File: config.mk
export PLATFORM = sky130hd
export DESIGN_NAME = prefix_adder_32
export DESIGN_NICKNAME = d
export VERILOG_FILES = /design/src/rtl/prefix_adder_32.sv
export SDC_FILE = /design/constraint.sdc
export NUM_CORES = 1
export LEC_CHECK = 0
export ABC_CLOCK_PERIOD_IN_PS = 1900
export CAP_MARGIN = 20
export CORE_ASPECT_RATIO = 1.25
export CORE_MARGIN = 2
export CORE_UTILIZATION = 35
export DETAILED_ROUTE_END_ITERATION = 16
export PLACE_DENSITY = 0.72
export SYNTH_ARGS = -nofsm -noshare
export SYNTH_HDL_FRONTEND = slang
export SYNTH_SLANG_ARGS = --single-unit
File: constraint.sdc
create_clock -name clk -period 1.9 [get_ports clk]
set_input_delay 0.38 -clock clk [delete_from_list [all_inputs] [get_ports clk]]
set_output_delay 0.38 -clock clk [all_outputs]
set_load 0.01 [all_outputs]
File: src/rtl/prefix_adder_32.sv
// Registered 32-bit adder with carry-in/out on a Kogge-Stone carry network, one cycle of latency.
// Define OVERFLOW_FLAG_EN to add the registered signed-overflow output Ovf.
module prefix_adder_32 (
    input  logic        clk,
    input  logic        rst,
    input  logic        in_valid,
    input  logic [31:0] A,
    input  logic [31:0] B,
    input  logic        Cin,
    output logic        out_valid,
    output logic [31:0] Sum,
    output logic        Cout
`ifdef OVERFLOW_FLAG_EN
    ,
    output logic        Ovf
`endif
);

    localparam int WIDTH = 32;

    // in_valid qualifies A/B/Cin at a rising edge; out_valid marks Sum/Cout as
    // holding the result captured at the previous edge. There is no ready: the
    // adder accepts one operand set every cycle.

    logic [WIDTH-1:0] g_bit;
    logic [WIDTH-1:0] p_bit;

    // Level 0 group terms; Cin is folded into bit 0 so G[i] becomes the carry into bit i+1.
    logic [WIDTH-1:0] g_l0;
    logic [WIDTH-1:0] g_l1;
    logic [WIDTH-1:0] g_l2;
    logic [WIDTH-1:0] g_l3;
    logic [WIDTH-1:0] g_l4;
    logic [WIDTH-1:0] g_l5;
    logic [WIDTH-1:2]  p_l1;
    logic [WIDTH-1:4]  p_l2;
    logic [WIDTH-1:8]  p_l3;
    logic [WIDTH-1:16] p_l4;

    logic [WIDTH:0]   carry;
    logic [WIDTH-1:0] sum_d;
    logic             cout_d;

    logic [WIDTH-1:0] sum_q;
    logic             cout_q;
    logic             valid_q;

    assign g_bit = A & B;
    assign p_bit = A ^ B;

    assign g_l0 = {g_bit[WIDTH-1:1], g_bit[0] | (p_bit[0] & Cin)};

    genvar i;

    // Group propagate is only kept where a later level still consumes it; cells
    // whose span already reaches bit 0 are gray and produce G alone.
    for (i = 0; i < WIDTH; i++) begin : g_lvl1
        if (i < 1) begin : g_pass
            assign g_l1[i] = g_l0[i];
        end else begin : g_cell
            assign g_l1[i] = g_l0[i] | (p_bit[i] & g_l0[i-1]);
        end
        if (i >= 2) begin : g_black
            assign p_l1[i] = p_bit[i] & p_bit[i-1];
        end
    end

    for (i = 0; i < WIDTH; i++) begin : g_lvl2
        if (i < 2) begin : g_pass
            assign g_l2[i] = g_l1[i];
        end else begin : g_cell
            assign g_l2[i] = g_l1[i] | (p_l1[i] & g_l1[i-2]);
        end
        if (i >= 4) begin : g_black
            assign p_l2[i] = p_l1[i] & p_l1[i-2];
        end
    end

    for (i = 0; i < WIDTH; i++) begin : g_lvl3
        if (i < 4) begin : g_pass
            assign g_l3[i] = g_l2[i];
        end else begin : g_cell
            assign g_l3[i] = g_l2[i] | (p_l2[i] & g_l2[i-4]);
        end
        if (i >= 8) begin : g_black
            assign p_l3[i] = p_l2[i] & p_l2[i-4];
        end
    end

    for (i = 0; i < WIDTH; i++) begin : g_lvl4
        if (i < 8) begin : g_pass
            assign g_l4[i] = g_l3[i];
        end else begin : g_cell
            assign g_l4[i] = g_l3[i] | (p_l3[i] & g_l3[i-8]);
        end
        if (i >= 16) begin : g_black
            assign p_l4[i] = p_l3[i] & p_l3[i-8];
        end
    end

    for (i = 0; i < WIDTH; i++) begin : g_lvl5
        if (i < 16) begin : g_pass
            assign g_l5[i] = g_l4[i];
        end else begin : g_cell
            assign g_l5[i] = g_l4[i] | (p_l4[i] & g_l4[i-16]);
        end
    end

    assign carry  = {g_l5, Cin};
    assign sum_d  = p_bit ^ carry[WIDTH-1:0];
    assign cout_d = carry[WIDTH];

`ifdef OVERFLOW_FLAG_EN
    logic ovf_d;
    logic ovf_q;

    assign ovf_d = carry[WIDTH] ^ carry[WIDTH-1];

    always_ff @(posedge clk or posedge rst) begin
        if (rst) begin
            ovf_q <= 1'b0;
        end else if (in_valid) begin
            ovf_q <= ovf_d;
        end
    end

    assign Ovf = ovf_q;
`endif

    // Results only load on a valid edge, so X operands while idle never reach the outputs.
    always_ff @(posedge clk or posedge rst) begin
        if (rst) begin
            valid_q <= 1'b0;
            sum_q   <= '0;
            cout_q  <= 1'b0;
        end else begin
            valid_q <= in_valid;
            if (in_valid) begin
                sum_q  <= sum_d;
                cout_q <= cout_d;
            end
        end
    end

    assign out_valid = valid_q;
    assign Sum       = sum_q;
    assign Cout      = cout_q;

endmodule

* Yosys cells after proc, flatten, opt, wreduce, memory -nomap -nowiden
Cells that the tools add are included.
** Storage, ports and cells
- Word-level logic and storage cells :: 364
- Register bits after elaboration :: 34
** Operators by class
- Bitwise gates (word level) :: 361
** Operators with widths (number)
- AND 1 bit :: 228
- OR 1 bit :: 130
- XOR 32 bit :: 2
- AND 32 bit :: 1

* Logic depth before layout (Yosys ltp)
- Depth in word-level cells :: 13
- Depth in mapped cells :: 9
- Mapped depth without buffers :: 9

* Least setup slack after synthesis
OpenSTA, ideal clock, no wires.
- Path type :: input -> register
- Start :: input port A[0]
- End :: register sum_q[24], in the netlist Sum[24]
- Path slack :: -0.821 ns
- Arrival time :: 2.597 ns
- Cell stages on the path :: 9
- Library setup time :: 0.125 ns
- Buffers on the path :: 0
- Cell sequence :: fa_1 -> fa_1 -> a21oi_1 -> o21ai_2 -> a221oi_4 -> o41a_4 -> o21bai_1 -> xor2_1 -> mux2_2
** On the way
- Longest elaborated chain between the ends :: 12
- Elaborated cells between the ends (all ways) :: 13
** Ends and longest elaborated chain
- from (decl) :: RTL line 7 : input logic [31:0] A,
- XOR 32 bit :: RTL line 49 : assign p_bit = A ^ B;
- AND 1 bit :: RTL line 51 : assign g_l0 = {g_bit[WIDTH-1:1], g_bit[0] | (p_bit[0] & Cin)};
- OR 1 bit * :: RTL line 51
- AND 1 bit * :: RTL line 61 : assign g_l1[i] = g_l0[i] | (p_bit[i] & g_l0[i-1]);
- OR 1 bit * :: RTL line 61
- AND 1 bit * :: RTL line 72 : assign g_l2[i] = g_l1[i] | (p_l1[i] & g_l1[i-2]);
- OR 1 bit * :: RTL line 72
- AND 1 bit * :: RTL line 83 : assign g_l3[i] = g_l2[i] | (p_l2[i] & g_l2[i-4]);
- OR 1 bit * :: RTL line 83
- AND 1 bit * :: RTL line 105 : assign g_l5[i] = g_l4[i] | (p_l4[i] & g_l4[i-16]);
- OR 1 bit * :: RTL line 105
- XOR 32 bit * :: RTL line 110 : assign sum_d = p_bit ^ carry[WIDTH-1:0];
- to (signal assigned) :: RTL line 139 : sum_q <= sum_d;
- to (decl) :: RTL line 44 : logic [WIDTH-1:0] sum_q;
Mark *: on every way between the ends. The rest lies on a longest branch, timed or not.
A chain may end at the register's enable or synchronous reset.

* Final worst setup path
- Start :: input port Cin
- End :: register sum_q[15], in the netlist Sum[15]
** On the way
- Longest elaborated chain between the ends :: 9
** Ends and longest elaborated chain
- from (decl) :: RTL line 9 : input logic Cin,
- AND 1 bit :: RTL line 51
- OR 1 bit :: RTL line 51
- AND 1 bit :: RTL line 72
- OR 1 bit :: RTL line 72
- AND 1 bit :: RTL line 83
- OR 1 bit :: RTL line 83
- AND 1 bit :: RTL line 94 : assign g_l4[i] = g_l3[i] | (p_l3[i] & g_l3[i-8]);
- OR 1 bit :: RTL line 94
- XOR 32 bit :: RTL line 110
Every way passes these cells.

==> impl_metrics.ini <==
[run_status]
status = finished, violations left
violations = setup timing

[critical_path]
critPathCaptureType = flop
path_max_fanout = 3
startpoint_type = primary input
cpLargestDelayFamily = buffers and inverters
worstPathRequired_ns = 2.07
crit_path_frequent_cell = buf_4
slowest_stage = fa_2
crit_path_cell_trace = buf_6 > fa_2 > buf_4 > buf_6 > a211oi_4 > o211a_1 > o211ai_1 > buf_4 > and2_4 > buf_4 > xor2_1 > mux2_2
path_buf_inv = 5
slowest_delay_ns = 0.39
crit_type = in2reg
cp.arrival_ns = 2.54

[logic_synthesis]
synth_ff_type = dfrtp_1
yosys.cell_types.count = 52
ys_seq_area_share_pct = 27.9
synthArstFlopShare_pct = 100
synth_edf_count = 0
netlist_area_mm2 = 0.00305
synth_top_area_share_pct = 27.9
synth_nets = 429
synth.avg_cell_area_um2 = 9.30
synth_warnings = 0
synth_largest_area_cell = dfrtp_1
synth_cells = 328
ys_ff_latch = 34
yosys-top-cells-area = dfrtp_1 28%, ha_1 13%, mux2_2 9.2%, a21oi_1 5.9%, xnor2_1 4.6%

[min_path]
hold_path_class = in2reg

[grt]
grt_max_degree = 35
track_usage_pct = 20.8
gr-usage-met2_pct = 39.7
grt_pass1_vias = 3529
grt_busiest_layer = met2
grt_first_pass_wirelength_mm = 15.8
antenna_found_initial = 0
grt_overflow = 0
use_met3_pct = 2.75
grtUsageMet1_pct = 23.2

[sta]
maxSlewViolCount = 0
setup_ws_ns = -0.471
layout_min_cycle_time_ns = 2.37
worst_pin_slew_ns = 0.478
slew_headroom_pct = 68.1
finClkSkew_ns = 0
rsz0062_at_grt = yes
hold_viol = 0
timing.final.crit_share_pct = 125
hold_slack_ns = 0.471
max_freq_ghz = 0.422
finalSetupViolations = 29

[power_and_ir_drop]
ir_drop_mv = 0.364
p_leak_uw = 0.00240
powerDensity_mw_per_mm2 = 645

[route]
num_vias = 3343
first_pass_iters = 4
drtIter0Drc = 100
drc = 0
drt_wl_total_mm = 10.4
vias_per_cell = 5.31
final_antenna_net_count = 0
wl_per_cell_um = 16.5

[cells_and_area]
layout.nets = 630
final_common_cell = buf_4
fin_area_mm2 = 0.00554
layout-drive-gt1-share_pct = 40.9
layout_common_cells = 99 x buf_4, 73 x clkdlybuf4s50_1, 34 x dfrtp_1, 28 x nand2_1, 23 x mux2_2
diodes = 0
syn_to_final_growth_pct = 81.5

[clock_tree]
cts_made_buffers = 5
cts_tree = built
root_buffer = clkbuf_8
hold_buffers = 0
cts_max_level = 2
clkLatencyLatePin_ns = 0.28
cts.sinks = 34
clk_pin_slew_ns = 0.08
clk_path_buf_depth = 2

[floorplan]
boundaryPins = 102
num_rows = 38
core_mm2 = 0.00856
die_h_um = 108
die_x_um = 87.5
start_util_pct = 35.6
die_area_mm2 = 0.00948

[flow_run]
max_cap_violations = 0

[placement]
hpwl_mm = 7.39
place_ws_ns = -1.17
dpl_cell_area_mm2 = 0.00485
portBuffers = 101
gp_congestion = 0.893
[sequential cells by signal (all words and copies together), names as in the netlist]
| signal | flops |
|---|---|
| Sum | 32 |
| Cout | 1 |
| out_valid | 1 |
[cells in the mapped netlist (3+ instances only)]
| cell type | number |
|---|---|
| buf_1 | 3 |
| o21a_1 | 7 |
| nand3_1 | 9 |
| nand2_1 | 29 |
| o21ai_1 | 8 |
| ha_1 | 31 |
| xor2_1 | 9 |
| inv_1 | 7 |
| a21oi_1 | 36 |
| xnor2_1 | 16 |
| a21o_1 | 13 |
| o21ai_2 | 3 |
| dfrtp_1 | 34 |
| o31ai_1 | 5 |
| nor3_1 | 4 |
| clkbuf_1 | 8 |
| o21bai_1 | 4 |
| o211ai_1 | 9 |
| o21ai_0 | 4 |
| mux2_2 | 25 |
| a211oi_1 | 5 |
| nand4_1 | 7 |
| nor2_1 | 13 |
| a31oi_1 | 3 |
[per-layer routing]
layer / vias to the layer above / routed length [um]
met5: - / 0
met2: 86 / 5780
met1: 1611 / 4080
met4: 0 / 180
met3: 16 / 366
li1: 1630 / -
[area by class of cell]
cell class,instances,area (um^2)
clock buffers,7,86.3
fillers,668,3020
inverters,8,30.0
well taps,100,125
flip-flops and latches,34,851
repair buffers,208,1820
multi-input cells,272,2620
clock inverters,1,5.00
[path summary, 6_finish.rpt]
path                                startpoint                  end  slack, ns  depth (start not counted)
hold reg to reg            Sum[29]$_DFFE_PP0P_  Sum[29]$_DFFE_PP0P_       0.50                          2
setup reg to reg           Sum[28]$_DFFE_PP0P_  Sum[28]$_DFFE_PP0P_       1.03                          2
min in group asynchronous                  rst   Sum[8]$_DFFE_PP0P_       0.51                          3
hold / removal                        in_valid  out_valid$_DFF_PP0_       0.47                          2
max in group asynchronous                  rst  Sum[28]$_DFFE_PP0P_       1.05                          3
setup / recovery                           Cin  Sum[15]$_DFFE_PP0P_      -0.47                         12
[power by group]
part           internal [uW]  switching, uW
Clock                    293            289
Combinational           1150            837
Sequential               898            110
Total                   2340           1240
[cells by family after synthesis]
group,Yosys count,share of synthesized area (%)
compound gates,113,26.7
xor+xnor,25,7.18
simple gates,76,12.0
fa+ha+maj,33,14.0
flops,34,27.9
buf+inv,22,3.04
mux,25,9.23
[timing repair]
item / in CTS / in global routing
resized for setup: 82 / 44
pin swaps: 51 / 30
buffers inserted: 10 / 8
setup endpoints to repair: 29 / 29
[per-stage QoR]
stage / instances / utilization [%] / TNS [ns] / total power [uW]
2_1_floorplan: 328 / - / -7.28 / 1810
3_3_place_gp: 604 / 56.6 / -27.70 / 2700
3_5_place_dp: 604 / 56.6 / -28.90 / 2740
4_1_cts: 622 / 61.5 / -9.96 / 3460
5_1_grt: 630 / 64.7 / -12.50 / 3790
6_report: 630 / 64.7 / -9.87 / 3570
No activity file was read; power rests on OpenSTA's default activity.
